[src/rtl/jtag_ahb_master.sv]
// AHB-Lite single-transfer master executing JTAG read/write requests queued in a small FIFO.
// Optional feature macro: JTAG_AHB_AUTOINC_EN (adds req_incr and an auto-increment address).
module jtag_ahb_master #(
  parameter int FIFO_DEPTH = 4,
  parameter int ADDR_WIDTH = 32,
  parameter int DATA_WIDTH = 32
) (
  input  logic                  HCLK,
  input  logic                  HRESETn,
  input  logic                  req_valid,
  output logic                  req_ready,
  input  logic                  req_write,
  input  logic [ADDR_WIDTH-1:0] req_addr,
  input  logic [DATA_WIDTH-1:0] req_wdata,
`ifdef JTAG_AHB_AUTOINC_EN
  input  logic                  req_incr,
`endif
  output logic                  resp_valid,
  output logic [DATA_WIDTH-1:0] resp_rdata,
  output logic                  resp_err,
  output logic                  busy,
  output logic [ADDR_WIDTH-1:0] HADDR,
  output logic [1:0]            HTRANS,
  output logic                  HWRITE,
  output logic [2:0]            HSIZE,
  output logic [DATA_WIDTH-1:0] HWDATA,
  input  logic                  HREADY,
  input  logic                  HRESP,
  input  logic [DATA_WIDTH-1:0] HRDATA
);

  localparam int PTR_W = (FIFO_DEPTH > 1) ? $clog2(FIFO_DEPTH) : 1;
  localparam int CNT_W = PTR_W + 1;
  localparam logic [CNT_W-1:0] FULL_CNT = CNT_W'(FIFO_DEPTH);
  localparam logic [1:0] TRANS_IDLE   = 2'b00;
  localparam logic [1:0] TRANS_NONSEQ = 2'b10;

  typedef enum logic [1:0] {
    ST_IDLE = 2'b00,
    ST_ADDR = 2'b01,
    ST_DATA = 2'b10,
    ST_ERR  = 2'b11
  } state_t;

  state_t state_r, state_nxt_s;

  // Only word-aligned addresses are stored; the byte-lane bits are dropped.
  logic [ADDR_WIDTH-3:0] fifo_addr_r  [FIFO_DEPTH];
  logic [DATA_WIDTH-1:0] fifo_wdata_r [FIFO_DEPTH];
  logic                  fifo_write_r [FIFO_DEPTH];
`ifdef JTAG_AHB_AUTOINC_EN
  logic                  fifo_incr_r  [FIFO_DEPTH];
  logic [ADDR_WIDTH-1:0] next_addr_r;
`endif
  logic [PTR_W-1:0]      wr_ptr_r, rd_ptr_r;
  logic [CNT_W-1:0]      count_r;
  logic [DATA_WIDTH-1:0] cur_wdata_r;

  logic                  push_s, pop_s, addr_accept_s, done_ok_s, done_err_s;
  logic [ADDR_WIDTH-1:0] issue_addr_s;
  logic                  addr_lsb_unused_s;

  assign addr_lsb_unused_s = ^req_addr[1:0];
  assign req_ready = (count_r != FULL_CNT);
  assign push_s    = req_valid && req_ready;
  assign pop_s     = (state_r == ST_IDLE) && (count_r != {CNT_W{1'b0}});
  assign busy      = (count_r != {CNT_W{1'b0}}) || (state_r != ST_IDLE);
  assign HSIZE     = 3'b010;

`ifdef JTAG_AHB_AUTOINC_EN
  assign issue_addr_s = fifo_incr_r[rd_ptr_r] ? next_addr_r : {fifo_addr_r[rd_ptr_r], 2'b00};
`else
  assign issue_addr_s = {fifo_addr_r[rd_ptr_r], 2'b00};
`endif

  // Request FIFO storage, pointers and occupancy count.
  always_ff @(posedge HCLK or negedge HRESETn) begin
    if (!HRESETn) begin
      for (int i = 0; i < FIFO_DEPTH; i++) begin
        fifo_addr_r[i]  <= {(ADDR_WIDTH-2){1'b0}};
        fifo_wdata_r[i] <= {DATA_WIDTH{1'b0}};
        fifo_write_r[i] <= 1'b0;
`ifdef JTAG_AHB_AUTOINC_EN
        fifo_incr_r[i]  <= 1'b0;
`endif
      end
      wr_ptr_r <= {PTR_W{1'b0}};
      rd_ptr_r <= {PTR_W{1'b0}};
      count_r  <= {CNT_W{1'b0}};
    end else begin
      if (push_s) begin
        fifo_addr_r[wr_ptr_r]  <= req_addr[ADDR_WIDTH-1:2];
        fifo_wdata_r[wr_ptr_r] <= req_wdata;
        fifo_write_r[wr_ptr_r] <= req_write;
`ifdef JTAG_AHB_AUTOINC_EN
        fifo_incr_r[wr_ptr_r]  <= req_incr;
`endif
        wr_ptr_r <= wr_ptr_r + PTR_W'(1);
      end
      if (pop_s) begin
        rd_ptr_r <= rd_ptr_r + PTR_W'(1);
      end
      case ({push_s, pop_s})
        2'b10:   count_r <= count_r + CNT_W'(1);
        2'b01:   count_r <= count_r - CNT_W'(1);
        default: count_r <= count_r;
      endcase
    end
  end

  // Transfer sequencing: next state and completion/accept strobes.
  always_comb begin
    state_nxt_s   = state_r;
    addr_accept_s = 1'b0;
    done_ok_s     = 1'b0;
    done_err_s    = 1'b0;
    case (state_r)
      ST_IDLE: begin
        if (pop_s) state_nxt_s = ST_ADDR;
        else       state_nxt_s = ST_IDLE;
      end
      ST_ADDR: begin
        if (HREADY) begin
          addr_accept_s = 1'b1;
          state_nxt_s   = ST_DATA;
        end else begin
          state_nxt_s = ST_ADDR;
        end
      end
      ST_DATA: begin
        if (HREADY) begin
          done_ok_s   = !HRESP;
          done_err_s  = HRESP;
          state_nxt_s = ST_IDLE;
        end else if (HRESP) begin
          state_nxt_s = ST_ERR;
        end else begin
          state_nxt_s = ST_DATA;
        end
      end
      ST_ERR: begin
        if (HREADY) begin
          done_err_s  = 1'b1;
          state_nxt_s = ST_IDLE;
        end else begin
          state_nxt_s = ST_ERR;
        end
      end
      default: state_nxt_s = ST_IDLE;
    endcase
  end

  // FSM state register.
  always_ff @(posedge HCLK or negedge HRESETn) begin
    if (!HRESETn) state_r <= ST_IDLE;
    else          state_r <= state_nxt_s;
  end

  // AHB address/data phase signals; write data is held locally once its FIFO slot is freed.
  always_ff @(posedge HCLK or negedge HRESETn) begin
    if (!HRESETn) begin
      HADDR       <= {ADDR_WIDTH{1'b0}};
      HTRANS      <= TRANS_IDLE;
      HWRITE      <= 1'b0;
      HWDATA      <= {DATA_WIDTH{1'b0}};
      cur_wdata_r <= {DATA_WIDTH{1'b0}};
    end else begin
      if (pop_s) begin
        HADDR       <= issue_addr_s;
        HTRANS      <= TRANS_NONSEQ;
        HWRITE      <= fifo_write_r[rd_ptr_r];
        cur_wdata_r <= fifo_wdata_r[rd_ptr_r];
      end else if (addr_accept_s) begin
        HTRANS <= TRANS_IDLE;
        if (HWRITE) HWDATA <= cur_wdata_r;
      end
    end
  end

`ifdef JTAG_AHB_AUTOINC_EN
  // Auto-increment address follows each accepted address phase, wrapping by truncation.
  always_ff @(posedge HCLK or negedge HRESETn) begin
    if (!HRESETn)           next_addr_r <= {ADDR_WIDTH{1'b0}};
    else if (addr_accept_s) next_addr_r <= HADDR + ADDR_WIDTH'(32'd4);
  end
`endif

  // Response pulse and held read data / error status.
  always_ff @(posedge HCLK or negedge HRESETn) begin
    if (!HRESETn) begin
      resp_valid <= 1'b0;
      resp_rdata <= {DATA_WIDTH{1'b0}};
      resp_err   <= 1'b0;
    end else begin
      resp_valid <= done_ok_s || done_err_s;
      if (done_ok_s) begin
        resp_err <= 1'b0;
        if (!HWRITE) resp_rdata <= HRDATA;
      end else if (done_err_s) begin
        resp_err <= 1'b1;
      end
    end
  end

endmodule

[config.mk]
export PLATFORM = sky130hd
export DESIGN_NAME = jtag_ahb_master
export DESIGN_NICKNAME = d
export VERILOG_FILES = /design/src/rtl/jtag_ahb_master.sv
export SDC_FILE = /design/constraint.sdc
export NUM_CORES = 1
export LEC_CHECK = 0
export ABC_AREA = 1
export BUFFER_PORTS_ARGS = -buffer_cell sky130_fd_sc_hd__buf_2
export CAP_MARGIN = 25
export CORE_MARGIN = 2
export CORE_UTILIZATION = 45
export CTS_CLUSTER_SIZE = 12
export DETAILED_ROUTE_END_ITERATION = 6
export GPL_ROUTABILITY_DRIVEN = 0
export SLEW_MARGIN = 5
export SYNTH_ARGS = -nofsm -noshare
export SYNTH_HDL_FRONTEND = slang
export SYNTH_SLANG_ARGS = --single-unit
export TNS_END_PERCENT = 50
[constraint.sdc]
create_clock -name HCLK -period 2.4 [get_ports HCLK]
set_input_delay 0.72 -clock HCLK [delete_from_list [all_inputs] [get_ports HCLK]]
set_output_delay 0.72 -clock HCLK [all_outputs]
set_load 0.02 [all_outputs]
==> flow_metrics.env <==
export IMPL_outcome="finished, final reports clean"
export IMPL_grt_pass1_vias=15800
export IMPL_yosys_area_top_type="sky130_fd_sc_hd__dfrtp_1"
export IMPL_final_core_util=0.534
export IMPL_r2r_setup_slack_ns=0.32
export IMPL_max_cap_violations=0
export IMPL_cts_hold_buffers=0
export IMPL_global_route_wire_length_before_repair_um=87300
export IMPL_fin_skew_ns=0.0282
export IMPL_postSynthAreaPerCell_um2=7.60
export IMPL_dpl_cell_area_um2=20400
export IMPL_worst_r2r_path_depth=11
export IMPL_number_of_antenna_violations_at_the_first_check_in_global_routing=8
export IMPL_drt_initial_drc_count=1405
export IMPL_core_area_um2=40900
export IMPL_clock_tree_root_cell="sky130_fd_sc_hd__clkbuf_16"
export IMPL_detailedRoute_firstPassIterationCount=5
export IMPL_cts_tree="built"
export IMPL_detail_route_wl_per_cell_um=16.9
export IMPL_post_synth_main_area_contributors="sky130_fd_sc_hd__dfrtp_1 (52%), sky130_fd_sc_hd__nand2_1 (22%), sky130_fd_sc_hd__nand4_1 (8.4%), sky130_fd_sc_hd__inv_1 (5.9%), sky130_fd_sc_hd__nand3_1 (4.3%)"
export IMPL_worstPathMaxFanout=3
export IMPL_hpwlAfterDp_um=30600
export IMPL_antenna_left=0
export IMPL_reg2reg_to="count_r[2]"
export IMPL_max_slew_margin_rel=0.337
export IMPL_leakage_nw=12.3
export IMPL_gate_count_of_the_mapped_netlist=2465
export IMPL_yosys_warnings=0
export IMPL_rsz0062_at_grt="no"
export IMPL_timing_worst_slew_pin_value_ns=0.995
export IMPL_row_count=74
export IMPL_achievable_frequency_mhz=435
export IMPL_layout_drive_gt1_share=0.133
export IMPL_crit_reg2reg_launch="count_r[0]"
export IMPL_buffer_ports_inserted=199
export IMPL_htree_levels=2
export IMPL_floorplan_initialDensity=0.458
export IMPL_part_of_the_yosys_area_used_for_sequential_elements=0.522
export IMPL_io_pin_count=208
export IMPL_setup_violations=0
export IMPL_powerDensity_nw_per_um2=1450
export IMPL_critical_path_class="reg -> out"
export IMPL_report_final_hold_viol_count=0
export IMPL_fin_ws_ns=0.101
export IMPL_grt_start_max_net_pins=128
export IMPL_cts_root_to_sink_buffers=3
export IMPL_setup_tns_final_ns=0
export IMPL_grt_use_total=0.248
export IMPL_worstSetupStartpointType="flop"
export IMPL_die_w_um=208
export IMPL_post_synth_num_cell_types=23
export IMPL_ir_worst_vdd_mv=0.889
export IMPL_cts_inserted_buffers=45
export IMPL_drcViolationCount=0
export IMPL_clock_sinks=391
export IMPL_drv_slew=0
export IMPL_postSynthRegisterBits=391
export IMPL_final_design_area_no_fill_um2=21900
export IMPL_synth_cell_area_um2=18700
export IMPL_fp_dieArea_um2=43300
export IMPL_hold_class="in -> async"
export IMPL_final_period_minus_worst_setup_slack_ns=2.30
export IMPL_detailroute_via_count=16400
export IMPL_synthToLayoutAreaGrowth_pct=16.7
export IMPL_pre_cts_slack_ns=0.256
export IMPL_vias_per_cell=5.18
export IMPL_path_clk_slew_ns=0.06
export IMPL_chipHeight_um=208
export IMPL_post_synth_top_area_fraction=0.522
export IMPL_end_kind="primary output"
export IMPL_cp_arrival_ns=1.58
export IMPL_grt_remaining_overflow=0
export IMPL_timing_critical_path_required_ns=1.68
export IMPL_fin_crit_sh=0.958
export IMPL_wl_um=53400
export IMPL_final_net_count=2695
export IMPL_clock_latency_on_the_worst_skew_pair_ns=0.59
## flip-flops by register name, summed over array words and instances (netlist names)
signal        count
HADDR            30
fifo_wdata_r    128
HWDATA           32
resp_err          1
cur_wdata_r      32
resp_rdata       32
fifo_addr_r     120
resp_valid        1
count_r           3
state_r           2
HTRANS            1
fifo_write_r      4
rd_ptr_r          2
HWRITE            1
wr_ptr_r          2
## critical path: stages (launching register included)
cell	delay, ns
sky130_fd_sc_hd__dfrtp_2	0.44
sky130_fd_sc_hd__inv_2	0.11
sky130_fd_sc_hd__nand2_1	0.12
sky130_fd_sc_hd__inv_1	0.09
sky130_fd_sc_hd__nand2_2	0.08
sky130_fd_sc_hd__buf_4	0.17
## routing by layer
layer	global-route usage	wire length [µm]
met1	0.349	23900
met2	0.399	25000
met3	0.0469	3460
met4	0.0589	1020
met5	0	42
## kinds of logic after synthesis
| logic type | share of synthesized area |
|---|---|
| other cells | 0.000401 |
| buf+inv | 0.104 |
| compound gates | 0.0106 |
| simple gates | 0.356 |
| fa+ha+maj | 0.00441 |
| xor+xnor | 0.00234 |
| flops | 0.522 |
## per-stage QoR
step | cells | hold slack (ns) | total power, W
after floorplan | 2469 | 0.424 | 0.0206
after global placement | 3070 | 0.448 | 0.0249
after detailed placement | 3070 | 0.454 | 0.0253
after CTS | 3152 | 0.0613 | 0.0320
after global routing | 3154 | 0.0701 | 0.0344
final | 3159 | 0.0631 | 0.0318
## placed cells by master, fill, tap and decap left out, drive strengths merged, types with 4 or more instances in the layout
master / instances
inv: 299
clkbuf: 70
clkinv: 9
nand3: 165
ha: 5
dfrtp: 391
buf: 253
o21ai: 36
nand2: 1120
nand4: 253
diode: 6
conb: 6
nor2: 4
## what timing repair did
item | in CTS | in global routing
endpoints found under the setup margin | 2 | 1
pin swaps | 1 | 0
gates resized for setup | 5 | 4
hold endpoints to repair | 0 | 0
buffers inserted | 1 | 1
## final cells by class
type | count | area (µm²)
multi-input combinational | 1598 | 7130
clock inverter | 12 | 73.8
antenna | 6 | 15.0
clock buffer | 69 | 1330
timing repair buffer | 254 | 1740
fill | 3973 | 19100
tap | 532 | 666
inverter | 297 | 1120
sequential | 391 | 9800
## worst max-delay path by stage
| stage | from | to |
|---|---|---|
| finish | count_r[2] | busy |
| CTS | count_r[2] | busy |
| global route | count_r[0] | req_ready |
| global placement | count_r[1] | count_r[2] |
| detailed placement | count_r[1] | count_r[2] |
| floorplan | req_valid | count_r[2] |
## cells in the mapped netlist
cell,instances
sky130_fd_sc_hd__nor2_1,2
sky130_fd_sc_hd__conb_1,2
sky130_fd_sc_hd__nand2_1,1119
sky130_fd_sc_hd__xnor2_1,2
sky130_fd_sc_hd__inv_1,294
sky130_fd_sc_hd__dfrtp_1,391
sky130_fd_sc_hd__o21ai_0,36
sky130_fd_sc_hd__xor2_1,3
sky130_fd_sc_hd__buf_4,12
sky130_fd_sc_hd__nand3_1,161
sky130_fd_sc_hd__a21oi_1,2
sky130_fd_sc_hd__nand3_2,4
sky130_fd_sc_hd__nor2_2,2
sky130_fd_sc_hd__inv_2,3
sky130_fd_sc_hd__buf_1,24
sky130_fd_sc_hd__nand2_2,1
sky130_fd_sc_hd__a21oi_2,1
sky130_fd_sc_hd__fa_1,1
sky130_fd_sc_hd__nand4_1,252
sky130_fd_sc_hd__clkbuf_1,60
sky130_fd_sc_hd__buf_2,87
sky130_fd_sc_hd__ha_1,5
sky130_fd_sc_hd__nand4_2,1
## report_power, final
| part | switching (W) | total (W) | internal [W] | leakage (nW) |
|---|---|---|---|---|
| sequential | 0.00157 | 0.0112 | 0.00966 | 4.93 |
| clock | 0.00277 | 0.00657 | 0.00380 | 0.694 |
| combinational | 0.00951 | 0.0140 | 0.00444 | 6.70 |
| total | 0.0139 | 0.0318 | 0.0179 | 12.3 |
(Power assumes the default switching activity.)
